--- src/rtl/alu_issue_ctrl.sv ---
// Issue/capture sequencer for the 32-bit ALU: decodes one instruction per
// input handshake, drives A/B/OP from registers and returns RES on an output handshake.
module alu_issue_ctrl (
  input  logic        CLK,
  input  logic        RST_N,
  input  logic        IN_VALID,
  output logic        IN_READY,
  input  logic [1:0]  ALU_OP_SEL,
  input  logic [5:0]  FUNCT,
  input  logic [31:0] RS_DATA,
  input  logic [31:0] RT_DATA,
  output logic [31:0] A,
  output logic [31:0] B,
  output logic [3:0]  OP,
  input  logic [31:0] RES,
  output logic        OUT_VALID,
  input  logic        OUT_READY,
  output logic [31:0] OUT_RES,
  output logic        ZERO,
  output logic        ILLEGAL,
  output logic [15:0] DONE_CNT
);

  typedef enum logic [1:0] {
    IDLE = 2'd0,
    EXEC = 2'd1,
    DONE = 2'd2
  } state_t;

  localparam logic [3:0] OP_AND = 4'b0000;
  localparam logic [3:0] OP_OR  = 4'b0001;
  localparam logic [3:0] OP_ADD = 4'b0010;
  localparam logic [3:0] OP_SUB = 4'b0110;
  localparam logic [3:0] OP_SLT = 4'b0111;
  localparam logic [3:0] OP_NOR = 4'b1100;
  localparam logic [3:0] OP_BAD = 4'b1111;

  state_t      state;
  state_t      state_nxt;

  // Issue stage (drives the ALU)
  logic [31:0] a_p0;
  logic [31:0] b_p0;
  logic [3:0]  op_p0;
  logic        ill_p0;

  // Result stage (presented to writeback)
  logic [31:0] res_p1;
  logic        zero_p1;
  logic        ill_p1;
  logic        vld_p1;

  logic [15:0] done_cnt;

  logic        ready_c;
  logic        accept;
  logic        take;
  logic [3:0]  dec_op;
  logic        dec_ill;

  // Returns {illegal, opcode}; unknown encodings map to the ALU's null op.
  function automatic logic [4:0] decode(input logic [1:0] sel, input logic [5:0] funct);
    logic [4:0] r;
    r = {1'b1, OP_BAD};
    unique case (sel)
      2'b00: r = {1'b0, OP_ADD};
      2'b01: r = {1'b0, OP_SUB};
      2'b10: begin
        unique case (funct)
          6'b100000: r = {1'b0, OP_ADD};
          6'b100010: r = {1'b0, OP_SUB};
          6'b100100: r = {1'b0, OP_AND};
          6'b100101: r = {1'b0, OP_OR};
          6'b101010: r = {1'b0, OP_SLT};
          6'b100111: r = {1'b0, OP_NOR};
          default:   r = {1'b1, OP_BAD};
        endcase
      end
      default: r = {1'b1, OP_BAD};
    endcase
    return r;
  endfunction

  assign {dec_ill, dec_op} = decode(ALU_OP_SEL, FUNCT);

  // A consumer taking the result in DONE frees the slot in the same cycle.
  assign ready_c  = (state == IDLE) || ((state == DONE) && OUT_READY);
  assign IN_READY = RST_N && ready_c;
  assign accept   = IN_VALID && IN_READY;
  assign take     = (state == DONE) && OUT_READY;

  always_comb begin
    state_nxt = state;
    unique case (state)
      IDLE: if (accept) state_nxt = EXEC;
      EXEC: state_nxt = DONE;
      DONE: begin
        if (OUT_READY) state_nxt = accept ? EXEC : IDLE;
      end
      default: state_nxt = IDLE;
    endcase
  end

  always_ff @(posedge CLK or negedge RST_N) begin
    if (!RST_N) begin
      state <= IDLE;
    end else begin
      state <= state_nxt;
    end
  end

  // p0: operands held between accepts so the ALU inputs stay quiet
  always_ff @(posedge CLK or negedge RST_N) begin
    if (!RST_N) begin
      a_p0   <= '0;
      b_p0   <= '0;
      op_p0  <= OP_AND;
      ill_p0 <= 1'b0;
    end else if (accept) begin
      a_p0   <= RS_DATA;
      b_p0   <= RT_DATA;
      op_p0  <= dec_op;
      ill_p0 <= dec_ill;
    end
  end

  // p1: ALU result captured one cycle after issue
  always_ff @(posedge CLK or negedge RST_N) begin
    if (!RST_N) begin
      res_p1  <= '0;
      zero_p1 <= 1'b0;
      ill_p1  <= 1'b0;
      vld_p1  <= 1'b0;
    end else if (state == EXEC) begin
      res_p1  <= RES;
      zero_p1 <= (RES == 32'd0);
      ill_p1  <= ill_p0;
      vld_p1  <= 1'b1;
    end else if (take) begin
      vld_p1  <= 1'b0;
    end
  end

  always_ff @(posedge CLK or negedge RST_N) begin
    if (!RST_N) begin
      done_cnt <= '0;
    end else if (take) begin
      done_cnt <= done_cnt + 16'd1;
    end
  end

  assign A         = a_p0;
  assign B         = b_p0;
  assign OP        = op_p0;
  assign OUT_RES   = res_p1;
  assign ZERO      = zero_p1;
  assign ILLEGAL   = ill_p1;
  assign OUT_VALID = vld_p1;
  assign DONE_CNT  = done_cnt;

endmodule

--- config.mk ---
export PLATFORM = sky130hd
export DESIGN_NAME = alu_issue_ctrl
export DESIGN_NICKNAME = d
export VERILOG_FILES = /design/src/rtl/alu_issue_ctrl.sv
export SDC_FILE = /design/constraint.sdc
export NUM_CORES = 1
export LEC_CHECK = 0
export CAP_MARGIN = 20
export CORE_UTILIZATION = 42
export CTS_BUF_LIST = sky130_fd_sc_hd__clkbuf_8
export DETAILED_ROUTE_END_ITERATION = 7
export GPL_TIMING_DRIVEN = 0
export PLACE_DENSITY = 0.82
export SLEW_MARGIN = 20
export SYNTH_ARGS = -nofsm -noshare
export SYNTH_HDL_FRONTEND = slang
export SYNTH_SLANG_ARGS = --single-unit
--- constraint.sdc ---
create_clock -name CLK -period 2 [get_ports CLK]
set_clock_uncertainty 0.05 [all_clocks]
set_input_delay 0.4 -clock CLK [delete_from_list [all_inputs] [get_ports CLK]]
set_output_delay 0.4 -clock CLK [all_outputs]
set_load 0.02 [all_outputs]
==> summary.md <==
| Metric | Value |
|---|---|
| Sequential power share | 0.420 |
| Synthesized area per cell | 10.6 µm² |
| NetSw | 2590 µW |
| Slew Limit Headroom | 0.650 |
| Final hold viol count | 53 |
| GRT Util Overall | 0.235 |
| DR pass1 iterations | 4 |
| Fin cells | 854 |
| FF-to-FF path depth | 8 |
| Minimum hold slack | -0.120 ns |
| Synthesized instance count | 457 |
| Fill count | 823 |
| Core ar. | 11000 µm² |
| Area Growth Syn to Fin | 57.9% |
| Fin nets | 813 |
| Via density per instance | 4.89 |
| Final period util | 0.975 |
| WL per Instance | 16.1 µm |
| WP buf/inv | 1 |
| Initial Util | 0.440 |
| Worst-path cell chain | clkdlybuf4s50_1 |
| Combinational share of power | 0.337 |
| TritonCTS clock tree | built |
| Area contributors post-synth | dfrtp_1 63%, nand2_1 16%, mux2_2 7.7% |
| Hold Crit Class | in2async |
| Clock Path Buffers | 2 |
| Clk Tree Root Cell | clkbuf_8 |
| Slowest stage delay, CP | 0.64 ns |
| Antenna Nets Post-Route | 0 |
| Initial DRC count | 155 |
| Diode count | 0 |
| Sequential area share after synthesis | 0.629 |
| Largest net degree at the start of global routing | 70 |
| Worst-margin pin slew | 0.526 ns |
| Grt met3 use | 0.0711 |
| Main flop type after synthesis | dfrtp_1 |
| Max cap viols | 0 |
| Slowest stage cell, crit path | clkdlybuf4s50_1 |
| Die span in x | 110 µm |
| Final Max Tran Viols | 0 |
| Asr flop ratio synth | 1.00 |
| GRT Max-Usage Layer | met2 |
| Crit end category | primary output |
| Critical path type | reg2out |
| GP Congestion | 0.777 |
| Cell area after layout | 7670 µm² |
| Largest area contributor in the netlist | dfrtp_1 |
| Synthesized flop and latch total | 122 |
| GR Overflow Total | 0 |
| Worst path depth | 1 |
| Count of different cell masters after synthesis | 36 |
| Setup bufs post-CTS | 0 |
| Setup crit start | DONE_CNT[10] |
| Core Rows | 38 |
| Placed cell areas | 7330 µm² |
| Sw Share | 0.329 |
| Violated checks | negative hold slack |
| Net Count, Synth | 566 |
| Worst skew pair latency | 0.42 ns |
| Layout cell share with drive strength beyond 1 | 0.123 |
| Worst setup SP type | flop |
| Flop2flop setup slack | 0.39 ns |
| Clock Power Share | 0.243 |
| Top delay family on crit path | buffers and inverters |
| Worst setup endpoint | DONE_CNT[10] |
| DRC violation count after routing | 0 |
| Vias in the first global route | 4318 |
| WP data arrival | 1.50 ns |
| RR Endpoint | B[13] |
| Post-synth EDFFs | 0 |
| Static Leak | 0.00365 µW |
| Total number of yosys warnings | 0 |
| Worst vdd ir | 0.570 mV |
| Initial antenna violation count | 0 |
| Finish-stage setup viols | 0 |
| First-pass GRT wire length | 21.2 mm |
| Met2 Usage GRT | 0.404 |
| # port buffers | 227 |
| Int Pwr | 5280 µW |
| Die area | 12000 µm² |
| Synthesized area | 4860 µm² |
| Minimum clock period | 1.95 ns |
| Run status | finished with violations |
| Clock sink count | 122 |
| Peak Freq | 513 MHz |
| Global Route met1 Usage | 0.270 |
| Vias | 4179 |
| H-tree lvl count | 4 |
| Placed Cells | 825 |
| Share of the synthesized area in the top cell type | 0.629 |
| Inserted Clock Buffers | 17 |
| Dpl hpwl | 10.3 mm |
| CP max FO | 5 |
| Worst reg2reg startpoint | state[1] |
| Die Y | 110 µm |
| I/O Pins | 228 |
| RSZ-0062 raised after global routing | false |
| Final Routed Wirelength | 13.7 mm |
| WP data required | 1.55 ns |
| CTS clk-pin slew, worst paths | 0.07 ns |
| Power Density | 1030 nW/µm² |
worst min-delay path by stage:
stage,end,slack (ns),cells after the start
detailed placement,DONE_CNT[6],0.35,1
finish,A[18],-0.12,1
floorplan,A[0],0.05,0
CTS,DONE_CNT[9],-0.11,1
global placement,A[5],0.41,2
global route,DONE_CNT[9],-0.1,1
cell usage after synthesis, types with 2 or more instances:
library cell and instances:
nand2_1 207, mux2_2 33, buf_4 3, nor4_1 10, buf_2 14, dfrtp_1 122
o21ai_1 2, nand4_1 7, inv_1 3, nand2b_1 3, nand3_1 4, o21ai_0 2
nor2_1 4, or4_1 2, xnor2_1 9, nor2b_1 3, buf_6 2, and3_1 3
xor2_1 7
flip-flops by register name, indices dropped and copies added, names as in the netlist:
register and count:
B 32, state 2, OP 4, ZERO 1, ill_p0 1, DONE_CNT 16
OUT_RES 32, OUT_VALID 1, ILLEGAL 1, A 32
metal layers:
layer	vias up	share of wire	wire, µm
met5	-	0	0
met4	0	0.023	313
met3	26	0.075	1030
met2	178	0.51	6980
met1	1996	0.39	5400
li1	1979	-	-
layout make-up:
| cell class | count | area (µm²) | share of cell area |
|---|---|---|---|
| multi-input cells | 312 | 1670 | 0.218 |
| clock inverters | 11 | 83.8 | 0.0109 |
| well taps | 140 | 175 | 0.0228 |
| clock buffers | 18 | 248 | 0.0323 |
| flip-flops and latches | 122 | 3050 | 0.398 |
| inverters | 4 | 17.5 | 0.00228 |
| plain buffers | 19 | 115 | 0.0150 |
| repair buffers | 228 | 2310 | 0.301 |
kinds of logic (layout without fill, tap and decap cells):
group,count (synthesis),in the layout,share of synthesized area
AO/OA/AOI/OAI,10,10,0.0142
adder cells (fa/ha/maj),1,1,0.00258
XOR/XNOR,16,16,0.0289
AND/OR/NAND/NOR,252,252,0.222
flip-flops,122,122,0.629
buffers and inverters,23,280,0.0273
multiplexers,33,33,0.0765
layout by cell type (no fill, tap or decap), drive strengths merged, types with 7 or more instances in the layout:
master | netlist | final
clkdlybuf4s50 | 0 | 218
mux2 | 33 | 33
nand2 | 207 | 207
nor4 | 10 | 10
xnor2 | 9 | 9
nand4 | 7 | 7
clkinv | 0 | 7
buf | 19 | 22
clkbuf | 0 | 18
dfrtp | 122 | 122
xor2 | 7 | 7
stage by stage:
step	util	power, µW	setup TNS, ns	worst slack, ns	hold slack, ns
floorplan	-	4490	0	0.481	0.0544
global placement	0.662	5930	-790.15	-4.32	0.409
detailed placement	0.665	6040	-1.85	-0.331	0.346
CTS	0.695	7940	0	0.00128	-0.114
global route	0.695	8250	0	0.000862	-0.0960
finish	0.695	7870	0	0.0509	-0.120
repair_timing:
item	4_1_cts	5_1_grt
endpoints found under the setup margin	3	5
gates resized for setup	6	6
hold endpoints to repair	53	53
worst reg2reg max path, cell delays in order, from the launching register on:
cell	delay [ns]
dfrtp_1	0.43
nor2b_1	0.16
nand4bb_1	0.19
buf_4	0.20
inv_4	0.10
buf_6	0.14
buf_6	0.16
nand2_1	0.07
nand2_1	0.05
power by group through the flow:
stage / Combinational, µW / Clock, µW / Sequential, µW
3_5_place_dp: 2690 / 0 / 3350
2_1_floorplan: 560 / 0 / 3930
6_report: 2650 / 1910 / 3310
5_1_grt: 2820 / 2050 / 3370
4_1_cts: 2690 / 1950 / 3310
3_3_place_gp: 2630 / 0 / 3310
Power figures use the tool's default switching activity.
